==> src/rtl/led_breathe.sv <==
// Multi-channel LED "breathing" PWM generator: a prescaled phase accumulator
// drives per-channel sawtooth/triangle levels, which are latched into shadow
// registers at PWM period boundaries and compared against a free-running counter.
module led_breathe #(
    parameter int unsigned NCH     = 4,
    parameter int unsigned PWM_W   = 8,
    parameter int unsigned PRESC_W = 20
) (
    input  logic               CLK,
    input  logic               RST_N,
    input  logic               en,
    input  logic [1:0]         mode,
    input  logic [PRESC_W-1:0] presc,
    input  logic [PWM_W:0]     phase_step,
    output logic [NCH-1:0]     o,
    output logic [PWM_W-1:0]   level0,
    output logic               wrap
);

    localparam int unsigned PhW = PWM_W + 1;
    localparam logic [PWM_W-1:0] CntMax = '1;
    localparam logic [PWM_W:0]   AccMax = '1;

    typedef enum logic [1:0] {
        ModeOff  = 2'b00,
        ModeSaw  = 2'b01,
        ModeTri  = 2'b10,
        ModeHold = 2'b11
    } mode_e;

    mode_e mode_m;
    logic  off;
    logic  ramp_run;
    logic  tick;

    logic [PRESC_W-1:0] presc_cnt_q, presc_cnt_d;
    logic [PWM_W:0]     acc_q, acc_d;
    logic [PWM_W-1:0]   cnt_q, cnt_d;
    logic               wrap_q, wrap_d;
    logic [NCH-1:0]     o_q, o_d;
    logic [PWM_W:0]     phase_k [NCH];
    logic [PWM_W-1:0]   level_d [NCH];
    logic [PWM_W-1:0]   shadow_q [NCH];
    logic [PWM_W-1:0]   shadow_d [NCH];

    assign mode_m   = mode_e'(mode);
    assign off      = (mode_m == ModeOff);
    assign ramp_run = en && ((mode_m == ModeSaw) || (mode_m == ModeTri));
    // Compare with >= so a presc lowered below the running count fires at once.
    assign tick     = ramp_run && (presc_cnt_q >= presc);

    // Ramp next-state: prescaler, phase accumulator, wrap pulse and PWM counter.
    always_comb begin
        presc_cnt_d = presc_cnt_q;
        acc_d       = acc_q;
        wrap_d      = 1'b0;
        cnt_d       = cnt_q + 1'b1;
        if (off) begin
            presc_cnt_d = '0;
            acc_d       = '0;
            cnt_d       = '0;
        end else if (ramp_run) begin
            presc_cnt_d = tick ? '0 : presc_cnt_q + 1'b1;
            if (tick) begin
                acc_d  = acc_q + 1'b1;
                wrap_d = (acc_q == AccMax);
            end
        end
    end

    // Per-channel level, shadow reload at the PWM boundary and compare output.
    always_comb begin
        o_d = '0;
        for (int k = 0; k < NCH; k++) begin
            phase_k[k] = acc_q + PhW'(k) * phase_step;
            if (mode_m == ModeSaw) begin
                level_d[k] = phase_k[k][PWM_W-1:0];
            end else begin
                // Triangle: fold the upper half so peak and zero each last two steps.
                level_d[k] = phase_k[k][PWM_W] ? ~phase_k[k][PWM_W-1:0]
                                               : phase_k[k][PWM_W-1:0];
            end
            // Loading from the current accumulator gives the pre-tick level on a
            // coincident tick.
            shadow_d[k] = (!off && (cnt_q == CntMax)) ? level_d[k] : shadow_q[k];
            o_d[k]      = !off && (cnt_q < shadow_q[k]);
        end
    end

    // State registers with asynchronous active-low reset.
    always_ff @(posedge CLK or negedge RST_N) begin
        if (!RST_N) begin
            presc_cnt_q <= '0;
            acc_q       <= '0;
            cnt_q       <= '0;
            wrap_q      <= 1'b0;
            o_q         <= '0;
            for (int k = 0; k < NCH; k++) begin
                shadow_q[k] <= '0;
            end
        end else begin
            presc_cnt_q <= presc_cnt_d;
            acc_q       <= acc_d;
            cnt_q       <= cnt_d;
            wrap_q      <= wrap_d;
            o_q         <= o_d;
            for (int k = 0; k < NCH; k++) begin
                shadow_q[k] <= shadow_d[k];
            end
        end
    end

    assign o      = o_q;
    assign wrap   = wrap_q;
    assign level0 = shadow_q[0];

endmodule

==> config.mk <==
export PLATFORM = sky130hd
export DESIGN_NAME = led_breathe
export DESIGN_NICKNAME = d
export VERILOG_FILES = /design/src/rtl/led_breathe.sv
export SDC_FILE = /design/constraint.sdc
export NUM_CORES = 1
export LEC_CHECK = 0
export BUFFER_PORTS_ARGS = -buffer_cell sky130_fd_sc_hd__buf_2
export CAP_MARGIN = 20
export CORE_ASPECT_RATIO = 0.6
export CORE_UTILIZATION = 65
export DETAILED_ROUTE_END_ITERATION = 10
export HOLD_SLACK_MARGIN = 0.12
export PLACE_DENSITY_LB_ADDON = 0.08
export SLEW_MARGIN = 0
export SYNTH_ARGS = -nofsm -noshare
export SYNTH_HDL_FRONTEND = slang
export SYNTH_SLANG_ARGS = --single-unit
==> constraint.sdc <==
create_clock -name CLK -period 4 [get_ports CLK]
set_input_delay 0.8 -clock CLK [delete_from_list [all_inputs] [get_ports CLK]]
set_output_delay 0.8 -clock CLK [all_outputs]
set_load 0.01 [all_outputs]
==> out/metrics.cfg, run 1 <==
[outcome]
run_status = complete, no violations

[power_and_ir_drop]
p_per_area_nw_per_um2 = 367
p_leak_nw = 3.11
total_power_mw = 2.32
worst_supply_voltage_drop_on_vdd_mv = 0.200

[global_route]
grt_pass1_wl_mm = 20.5
global_route_total_usage_across_every_layer_pct = 29.6
antenna_found_initial = 0
largest_net_degree_at_the_start_of_global_routing = 75
first_global_vias = 4131
overflow = 0

[yosys]
postSynthRegisterBits = 74
syn_avg_cell_area_um2 = 9.23
synth-main-ff-cell = sky130_fd_sc_hd__dfrtp_1
yosys_warnings = 0
synth_cell_types = 49
synth-seq-area-share_pct = 32.3
postSynth.asyncResetShare_pct = 100
syn_area_um2 = 5740
syn_nets = 742
synth-edff-count = 0
synthCells = 622

[timing]
final_max_slew_viol_count = 0
grt_setup_unrepaired = false
hold_viol = 0
final-setup-viol-count = 0
fin_tns_setup_ns = 0
period_share_pct = 75.4
timing.fmax_ghz = 0.332
skew_ns = 0.00816
finalHoldWorstSlack_ns = 0.480
fin_crit_ns = 3.01
transition_time_at_the_pin_with_the_least_slew_margin_ns = 0.942
timing.max_slew.rel_slack_pct = 37.2

[final_layout]
n_antenna_cell = 0
drive_gt1_share_pct = 11.9
final_cells = 774
net_total_in_the_final_layout = 777
p_r_area_growth_vs_syn_pct = 9.98

[floorplanning]
starting_utilization_of_the_core_area_pct = 67.4
rows = 26
io_pins = 47
core_region_area_um2 = 8520
die_x_um = 123
floorplan.die.height_um = 74.8
dieArea_um2 = 9230

[clock_network]
root_cell_of_the_clock_tree = sky130_fd_sc_hd__clkbuf_16
cts_tree = done
cts.reportedPaths.clkPinSlew_ns = 0.06
postCtsSetupBuffers = 0
tritoncts.num_buffers = 9
post_cts_repair_resize_count = 0
clock_path_buffers = 2
cts_hold_buffers = 0
clk_latency_ns = 0.34
tritoncts_num_sinks = 74
cts.htree.levels = 3

[min_path]
hold_path.class = reg -> reg

[worst_setup_path]
critPathLaunchType = input pin
worst_ep_arrival_ns = 3.20
critical_path_peak_fanout = 8
cp-end-kind = flop
worstSetupPathType = in -> reg
critPathRequiredTime_ns = 4.19

[place]
post-place-cells = 758
dpl.hpwl_mm = 9.54
port-buffer-count = 46
gp_congestion = 0.902

[routing]
detail_route.vias_per_cell = 5.72
detail_route.drc_violations = 0
num_vias = 4428
drt_first_iter_violations = 367
routed_wire_length_per_instance_um = 16.5
drt_first_pass_iters = 5
antenna_left = 0
route.final.wire_length_mm = 12.8

[flow_run]
maxCapViolations = 0

per-layer routing:
layer	vias up	part of all wire, %	GRT usage (%)
met1	2103	52	45.0
li1	2175	-	-
met3	14	6.0	6.74
met5	-	0	0
met2	136	41	42.6
met4	0	0.95	7.36
metrics by stage:
stage	instance area [µm²]	util (%)	worst slack, ns
finish	6310	74.1	0.985
global route	6310	74.1	0.828
CTS	6310	74.1	0.991
detailed placement	6000	70.3	0.650
global placement	6000	70.3	0.724
floorplan	5740	-	0.985
cell usage after synthesis (2+ instances only):
cell type | instances | share of area (%)
sky130_fd_sc_hd__a21oi_1 | 27 | 2.4
sky130_fd_sc_hd__o21a_1 | 2 | 0.26
sky130_fd_sc_hd__a31oi_1 | 2 | 0.22
sky130_fd_sc_hd__fa_1 | 10 | 3.5
sky130_fd_sc_hd__a21o_1 | 21 | 2.7
sky130_fd_sc_hd__dfrtp_1 | 74 | 32
sky130_fd_sc_hd__inv_1 | 58 | 3.8
sky130_fd_sc_hd__buf_1 | 3 | 0.20
sky130_fd_sc_hd__a211o_1 | 4 | 0.61
sky130_fd_sc_hd__ha_1 | 76 | 17
sky130_fd_sc_hd__and3_1 | 8 | 0.87
sky130_fd_sc_hd__or4_1 | 4 | 0.52
sky130_fd_sc_hd__nand2b_1 | 12 | 1.3
sky130_fd_sc_hd__buf_4 | 10 | 1.3
sky130_fd_sc_hd__o21bai_1 | 6 | 0.78
sky130_fd_sc_hd__xnor2_1 | 54 | 8.2
sky130_fd_sc_hd__mux2i_1 | 2 | 0.35
sky130_fd_sc_hd__buf_2 | 2 | 0.17
sky130_fd_sc_hd__a211oi_2 | 2 | 0.44
sky130_fd_sc_hd__nor4_1 | 9 | 0.98
sky130_fd_sc_hd__mux2_4 | 3 | 0.78
sky130_fd_sc_hd__nand4_1 | 4 | 0.44
sky130_fd_sc_hd__nor4_2 | 2 | 0.44
sky130_fd_sc_hd__nand3_1 | 17 | 1.5
sky130_fd_sc_hd__o31ai_1 | 5 | 0.65
sky130_fd_sc_hd__nor2_1 | 36 | 2.4
sky130_fd_sc_hd__nor3_1 | 8 | 0.70
sky130_fd_sc_hd__o21ai_1 | 17 | 1.5
sky130_fd_sc_hd__clkbuf_1 | 9 | 0.59
sky130_fd_sc_hd__nand2_1 | 54 | 3.5
sky130_fd_sc_hd__nor2b_1 | 11 | 1.2
sky130_fd_sc_hd__or3_1 | 4 | 0.44
sky130_fd_sc_hd__o21ai_0 | 29 | 2.5
sky130_fd_sc_hd__xor2_1 | 22 | 3.4
placed cells by master (no fill, tap or decap), types with 3 or more instances in the layout:
master                      netlist  routed
sky130_fd_sc_hd__a211o_1          4       4
sky130_fd_sc_hd__a21o_1          21      21
sky130_fd_sc_hd__a21oi_1         27      27
sky130_fd_sc_hd__and3_1           8       8
sky130_fd_sc_hd__buf_2            2      45
sky130_fd_sc_hd__buf_4           10       4
sky130_fd_sc_hd__clkbuf_16        0       9
sky130_fd_sc_hd__dfrtp_1         74      74
sky130_fd_sc_hd__fa_1            10      10
sky130_fd_sc_hd__ha_1            76      76
sky130_fd_sc_hd__inv_1           58      58
sky130_fd_sc_hd__mux2_4           3       3
sky130_fd_sc_hd__nand2_1         54      54
sky130_fd_sc_hd__nand2b_1        12      12
sky130_fd_sc_hd__nand3_1         17      17
sky130_fd_sc_hd__nand4_1          4       4
sky130_fd_sc_hd__nor2_1          36      36
sky130_fd_sc_hd__nor2b_1         11      11
sky130_fd_sc_hd__nor3_1           8       8
sky130_fd_sc_hd__nor4_1           9       9
sky130_fd_sc_hd__o21ai_0         29      29
sky130_fd_sc_hd__o21ai_1         17      17
sky130_fd_sc_hd__o21bai_1         6       6
sky130_fd_sc_hd__o31ai_1          5       5
sky130_fd_sc_hd__or3_1            4       4
sky130_fd_sc_hd__or4_1            4       4
sky130_fd_sc_hd__xnor2_1         54      54
sky130_fd_sc_hd__xor2_1          22      22
state kept, by name, summed over array words and instances (netlist names):
name         cells
shadow_q        24
o                4
acc_q            9
wrap             1
level0           8
presc_cnt_q     20
cnt_q            8
where the power goes:
group	total, mW	internal, mW	switching (mW)
clock network	0.870	0.548	0.322
registers	0.893	0.817	0.0757
logic	0.556	0.266	0.290
cell type report:
cell class	count	area (µm²)
fill	625	2210
sequential	74	1850
timing repair buffer	49	255
clock inverter	6	90.1
inverter	58	218
multi-input combinational	465	3530
clock buffer	10	229
tap	112	140
path summary, 6_finish.rpt:
check | start | to | slack [ns] | depth (start not counted)
worst min register to register | shadow_q[1]$_DFFE_PN0P_ | shadow_q[1]$_DFFE_PN0P_ | 0.48 | 2
max in group asynchronous | RST_N | acc_q[5]$_DFFE_PN0P_ | 2.77 | 1
worst max-delay path | phase_step[1] | shadow_q[6]$_DFFE_PN0P_ | 0.99 | 10
worst max register to register | acc_q[2]$_DFFE_PN0P_ | shadow_q[6]$_DFFE_PN0P_ | 1.00 | 9
worst min-delay path | shadow_q[1]$_DFFE_PN0P_ | shadow_q[1]$_DFFE_PN0P_ | 0.48 | 2
min in group asynchronous | RST_N | presc_cnt_q[6]$_DFFE_PN0P_ | 0.58 | 1
cell families (layout without fill, tap and decap cells):
family | count (synthesis) | in the layout | share of synthesized area (%)
AOI/OAI and AO/OA | 122 | 122 | 13.4
xor gates and xnor gates | 76 | 76 | 11.6
adders and majority gates | 86 | 86 | 20.0
buffers and inverters | 83 | 123 | 6.25
DFF | 74 | 74 | 32.3
muxes | 6 | 6 | 1.33
and+or+nand+nor | 175 | 175 | 15.2
worst max-delay path: stages:
cell,delay [ns]
sky130_fd_sc_hd__buf_2,0.17
sky130_fd_sc_hd__fa_1,0.55
sky130_fd_sc_hd__ha_1,0.32
sky130_fd_sc_hd__a21o_1,0.15
sky130_fd_sc_hd__a21oi_1,0.24
sky130_fd_sc_hd__o21ai_0,0.11
sky130_fd_sc_hd__o21ai_0,0.11
sky130_fd_sc_hd__mux2_2,0.47
sky130_fd_sc_hd__xnor2_1,0.19
sky130_fd_sc_hd__o21ai_0,0.09
No activity file was read; power rests on OpenSTA's default activity.
==> run 2: changes to the inputs <==
--- a/config.mk
+++ b/config.mk
@@ -5,10 +5,11 @@
 export SDC_FILE = /design/constraint.sdc
 export NUM_CORES = 1
 export LEC_CHECK = 0
+export ABC_AREA = 1
 export BUFFER_PORTS_ARGS = -buffer_cell sky130_fd_sc_hd__buf_2
 export CAP_MARGIN = 20
 export CORE_ASPECT_RATIO = 0.6
-export CORE_UTILIZATION = 65
+export CORE_UTILIZATION = 62
 export DETAILED_ROUTE_END_ITERATION = 10
 export HOLD_SLACK_MARGIN = 0.12
 export PLACE_DENSITY_LB_ADDON = 0.08
==> constraint.sdc (replaced) <==
create_clock -name CLK -period 3.03 [get_ports CLK]
set_input_delay 0.606 -clock CLK [delete_from_list [all_inputs] [get_ports CLK]]
set_output_delay 0.606 -clock CLK [all_outputs]
set_load 0.01 [all_outputs]
==> out/metrics.cfg, run 2 <==
[floorplanning]
core_region_area_um2 = 9460  ; +11%
dieArea_um2 = 10400  ; +13%
starting_utilization_of_the_core_area_pct = 65.8  ; -1.6 points
die_x_um = 131  ; +6.5%
rows = 27  ; +3.8%
floorplan.die.height_um = 79.6  ; +6.4%
io_pins = 47  ; unchanged

[global_route]
antenna_found_initial = 0  ; unchanged
largest_net_degree_at_the_start_of_global_routing = 37  ; -51%
overflow = 0  ; unchanged
grt_pass1_wl_mm = 26.5  ; +29%
global_route_total_usage_across_every_layer_pct = 33.0  ; +3.3 points
first_global_vias = 5445  ; +32%

[yosys]
synth_area_leaders = sky130_fd_sc_hd__dfrtp_1 30%, sky130_fd_sc_hd__ha_1 15%, sky130_fd_sc_hd__nand2_1 12%, sky130_fd_sc_hd__inv_1 8.0%, sky130_fd_sc_hd__nand3_1 6.0%
compound_gate_fraction_of_synth_area_pct = 6.78  ; -6.6 points
post-synth-top-area-fraction_pct = 29.8  ; -2.5 points
main_combinational_cell_family_by_area_after_synthesis = simple AND/OR/NAND/NOR gates
yosys_warnings = 0  ; unchanged
synth-seq-area-share_pct = 29.8  ; -2.5 points
syn_nets = 963  ; +30%
postSynthRegisterBits = 74  ; unchanged
synth-edff-count = 0  ; unchanged
yosys.area_share.adder_pct = 18.5  ; -1.5 points
yosysMostFrequentCell = sky130_fd_sc_hd__nand2_1
synth_largest_area_cell = sky130_fd_sc_hd__dfrtp_1
synth_cell_types = 34  ; -31%
synth-main-ff-cell = sky130_fd_sc_hd__dfrtp_1
syn_avg_cell_area_um2 = 7.38  ; -20%
yosys.area_share.xor_xnor_pct = 5.63  ; -6.0 points
synth.area.mux_share_pct = 0  ; -1.3 points
most_common_library_cells_after_synthesis = 205 x sky130_fd_sc_hd__nand2_1, 132 x sky130_fd_sc_hd__inv_1, 76 x sky130_fd_sc_hd__ha_1, 75 x sky130_fd_sc_hd__nand3_1, 74 x sky130_fd_sc_hd__dfrtp_1
post_synth_and_or_nand_nor_area_fraction_pct = 28.8  ; +14 points
syn_area_um2 = 6220  ; +8.3%
postSynth.asyncResetShare_pct = 100  ; unchanged
synthCells = 843  ; +36%

[final_layout]
drive_gt1_share_pct = 9.83  ; -2.1 points
layout.cells.most_common_list = 205 x sky130_fd_sc_hd__nand2_1, 132 x sky130_fd_sc_hd__inv_1, 76 x sky130_fd_sc_hd__ha_1, 75 x sky130_fd_sc_hd__nand3_1, 74 x sky130_fd_sc_hd__dfrtp_1
p_r_area_growth_vs_syn_pct = 10.9
commonest_non_fill_non_tap_cell_in_the_layout = sky130_fd_sc_hd__nand2_1
net_total_in_the_final_layout = 1010  ; +30%
largest_register_ffs = 24  ; unchanged
largestRegisters = shadow_q (24), presc_cnt_q (20), acc_q (9)
n_antenna_cell = 0  ; unchanged
registers.top_by_ff_count = shadow_q

[flow_run]
maxCapViolations = 0  ; unchanged

[timing]
grt_setup_unrepaired = false
period_share_pct = 85.6
transition_time_at_the_pin_with_the_least_slew_margin_ns = 0.687  ; -0.255 ns
timing.fmax_ghz = 0.386
final_max_slew_viol_count = 0  ; unchanged
timing.max_slew.rel_slack_pct = 54.2  ; +17 points
final-setup-viol-count = 0  ; unchanged
hold_viol = 0  ; unchanged
skew_ns = 0.00550  ; -0.00266 ns
fin_crit_ns = 2.59
fin_tns_setup_ns = 0  ; unchanged

[place]
dpl.hpwl_mm = 12.8  ; +34%
port-buffer-count = 46  ; unchanged
gp_congestion = 1.02  ; +13%

[routing]
drt_first_pass_iters = 6  ; +1
num_vias = 5759  ; +30%
drt_first_iter_violations = 549  ; +50%
detail_route.drc_violations = 0  ; unchanged
routed_wire_length_per_instance_um = 15.7  ; -4.6%
detail_route.vias_per_cell = 5.62  ; -1.8%
antenna_left = 0  ; unchanged
route.final.wire_length_mm = 16.1  ; +26%

[clock_network]
cts.htree.levels = 3  ; unchanged
cts_tree = done
root_cell_of_the_clock_tree = sky130_fd_sc_hd__clkbuf_16
tritoncts_num_sinks = 74  ; unchanged
cts.reportedPaths.clkPinSlew_ns = 0.06  ; about the same
clk_latency_ns = 0.34  ; about the same
postCtsSetupBuffers = 0  ; unchanged
tritoncts.num_buffers = 9  ; unchanged
cts_hold_buffers = 0  ; unchanged
post_cts_repair_resize_count = 0  ; unchanged
clock_path_buffers = 2  ; unchanged

[worst_setup_path]
cpMostUsedCell = sky130_fd_sc_hd__nand2_1
worstSetupPathType = reg -> reg
critPathRequiredTime_ns = 3.31  ; -0.88 ns
cp_slowest_stage_delay_ns = 0.56  ; about the same
r2r_start = acc_q[3]$_DFFE_PN0P_
cp-end-kind = flop
worst_ep_arrival_ns = 2.87  ; -0.33 ns
critical_path.cell_chain = fa_1 -> ha_1 -> a21oi_1 -> nand2_1 -> nand2_1 -> nand2_1 -> nand2_1 -> nand3_1 -> nand2_1 -> nand3_1 -> nand2_1
critical-path-top-delay-family = simple AND/OR/NAND/NOR gates
critPathLaunchType = flop
worst_path_max_delay_cell = sky130_fd_sc_hd__dfrtp_1
crit_buf_inv = 0  ; -1
crit_path_start = acc_q[3]$_DFFE_PN0P_
critical_path_peak_fanout = 8  ; unchanged

[power_and_ir_drop]
clkPwrFrac_pct = 39.1  ; +1.6 points
worst_supply_voltage_drop_on_vdd_mv = 0.294  ; +47%
cell_internal_pwr_mw = 2.05  ; +25%
total_power_mw = 2.96  ; +28%
power.share.switching_pct = 30.8  ; +1.2 points
p_leak_nw = 3.89  ; +25%
p_per_area_nw_per_um2 = 429  ; +17%
power_frac_seq_pct = 38.5  ; about the same
comb_power_share_pct = 22.4  ; -1.6 points
net-switching-power_mw = 0.912  ; +33%

[min_path]
hold_path.class = in -> async

[outcome]
run_status = complete, no violations

[run 2: changes by cell type in the layout (fill, tap and decap cells not counted), moves of 10 or more]
cell                       delta
sky130_fd_sc_hd__a21o_1      -16
sky130_fd_sc_hd__buf_4       +10
sky130_fd_sc_hd__inv_1       +74
sky130_fd_sc_hd__nand2_1    +151
sky130_fd_sc_hd__nand2b_1    -12
sky130_fd_sc_hd__nand3_1     +58
sky130_fd_sc_hd__nand4_1     +36
sky130_fd_sc_hd__nor2_1      +24
sky130_fd_sc_hd__nor2b_1     -11
sky130_fd_sc_hd__o21ai_1     -17
sky130_fd_sc_hd__xnor2_1     -47
sky130_fd_sc_hd__xor2_1      +11
[run 2: kinds of logic after synthesis]
group           after synthesis
flops                        74
xor+xnor                     40
simple gates                404
fa+ha+maj                    86
compound gates               79
buf+inv                     160
[run 2: area by class of cell]
type	instances	area (µm²)
Tap cell	130	163
Clock buffer	10	229
Multi-Input combinational cell	609	3710
Fill cell	757	2560
Timing Repair Buffer	60	335
Inverter	136	513
Clock inverter	6	90.1
Sequential cell	74	1850
[run 2: final timing paths]
path                            slack, ns                          to  cells after the start
worst max-delay path                 0.44     shadow_q[4]$_DFFE_PN0P_                     11
worst min-delay path                 0.30  presc_cnt_q[9]$_DFFE_PN0P_                      1
worst max register to register       0.44     shadow_q[4]$_DFFE_PN0P_                     11
worst min register to register       0.48     shadow_q[5]$_DFFE_PN0P_                      2
max in group asynchronous            1.97        acc_q[7]$_DFFE_PN0P_                      2
min in group CLK                     0.48     shadow_q[5]$_DFFE_PN0P_                      2
[run 2: per-layer routing]
metal	vias up	global-route usage, %	part of all wire (%)
met5	-	0	0
met4	0	8.14	1.3
met3	29	11.4	11
met2	266	49.0	41
met1	2631	45.9	47
li1	2833	-	-
[run 2: power groups by stage]
stage | clock network [mW] | registers (mW) | logic [mW]
2_1_floorplan | 0 | 1.14 | 0.443
3_3_place_gp | 0 | 1.15 | 0.612
3_5_place_dp | 0 | 1.16 | 0.651
4_1_cts | 1.16 | 1.14 | 0.657
5_1_grt | 1.21 | 1.15 | 0.761
6_report | 1.16 | 1.14 | 0.662
[run 2: through the flow]
| stage | util (%) | instances | cell area (µm²) | hold slack, ns | setup slack [ns] |
|---|---|---|---|---|---|
| after floorplan | - | 843 | 6220 | 0.310 | 0.474 |
| after global placement | 69.5 | 1009 | 6580 | 0.468 | 0.214 |
| after detailed placement | 69.5 | 1009 | 6580 | 0.465 | 0.159 |
| after CTS | 72.9 | 1025 | 6900 | 0.327 | 0.455 |
| after global routing | 72.9 | 1025 | 6900 | 0.337 | 0.206 |
| final | 72.9 | 1025 | 6900 | 0.304 | 0.437 |
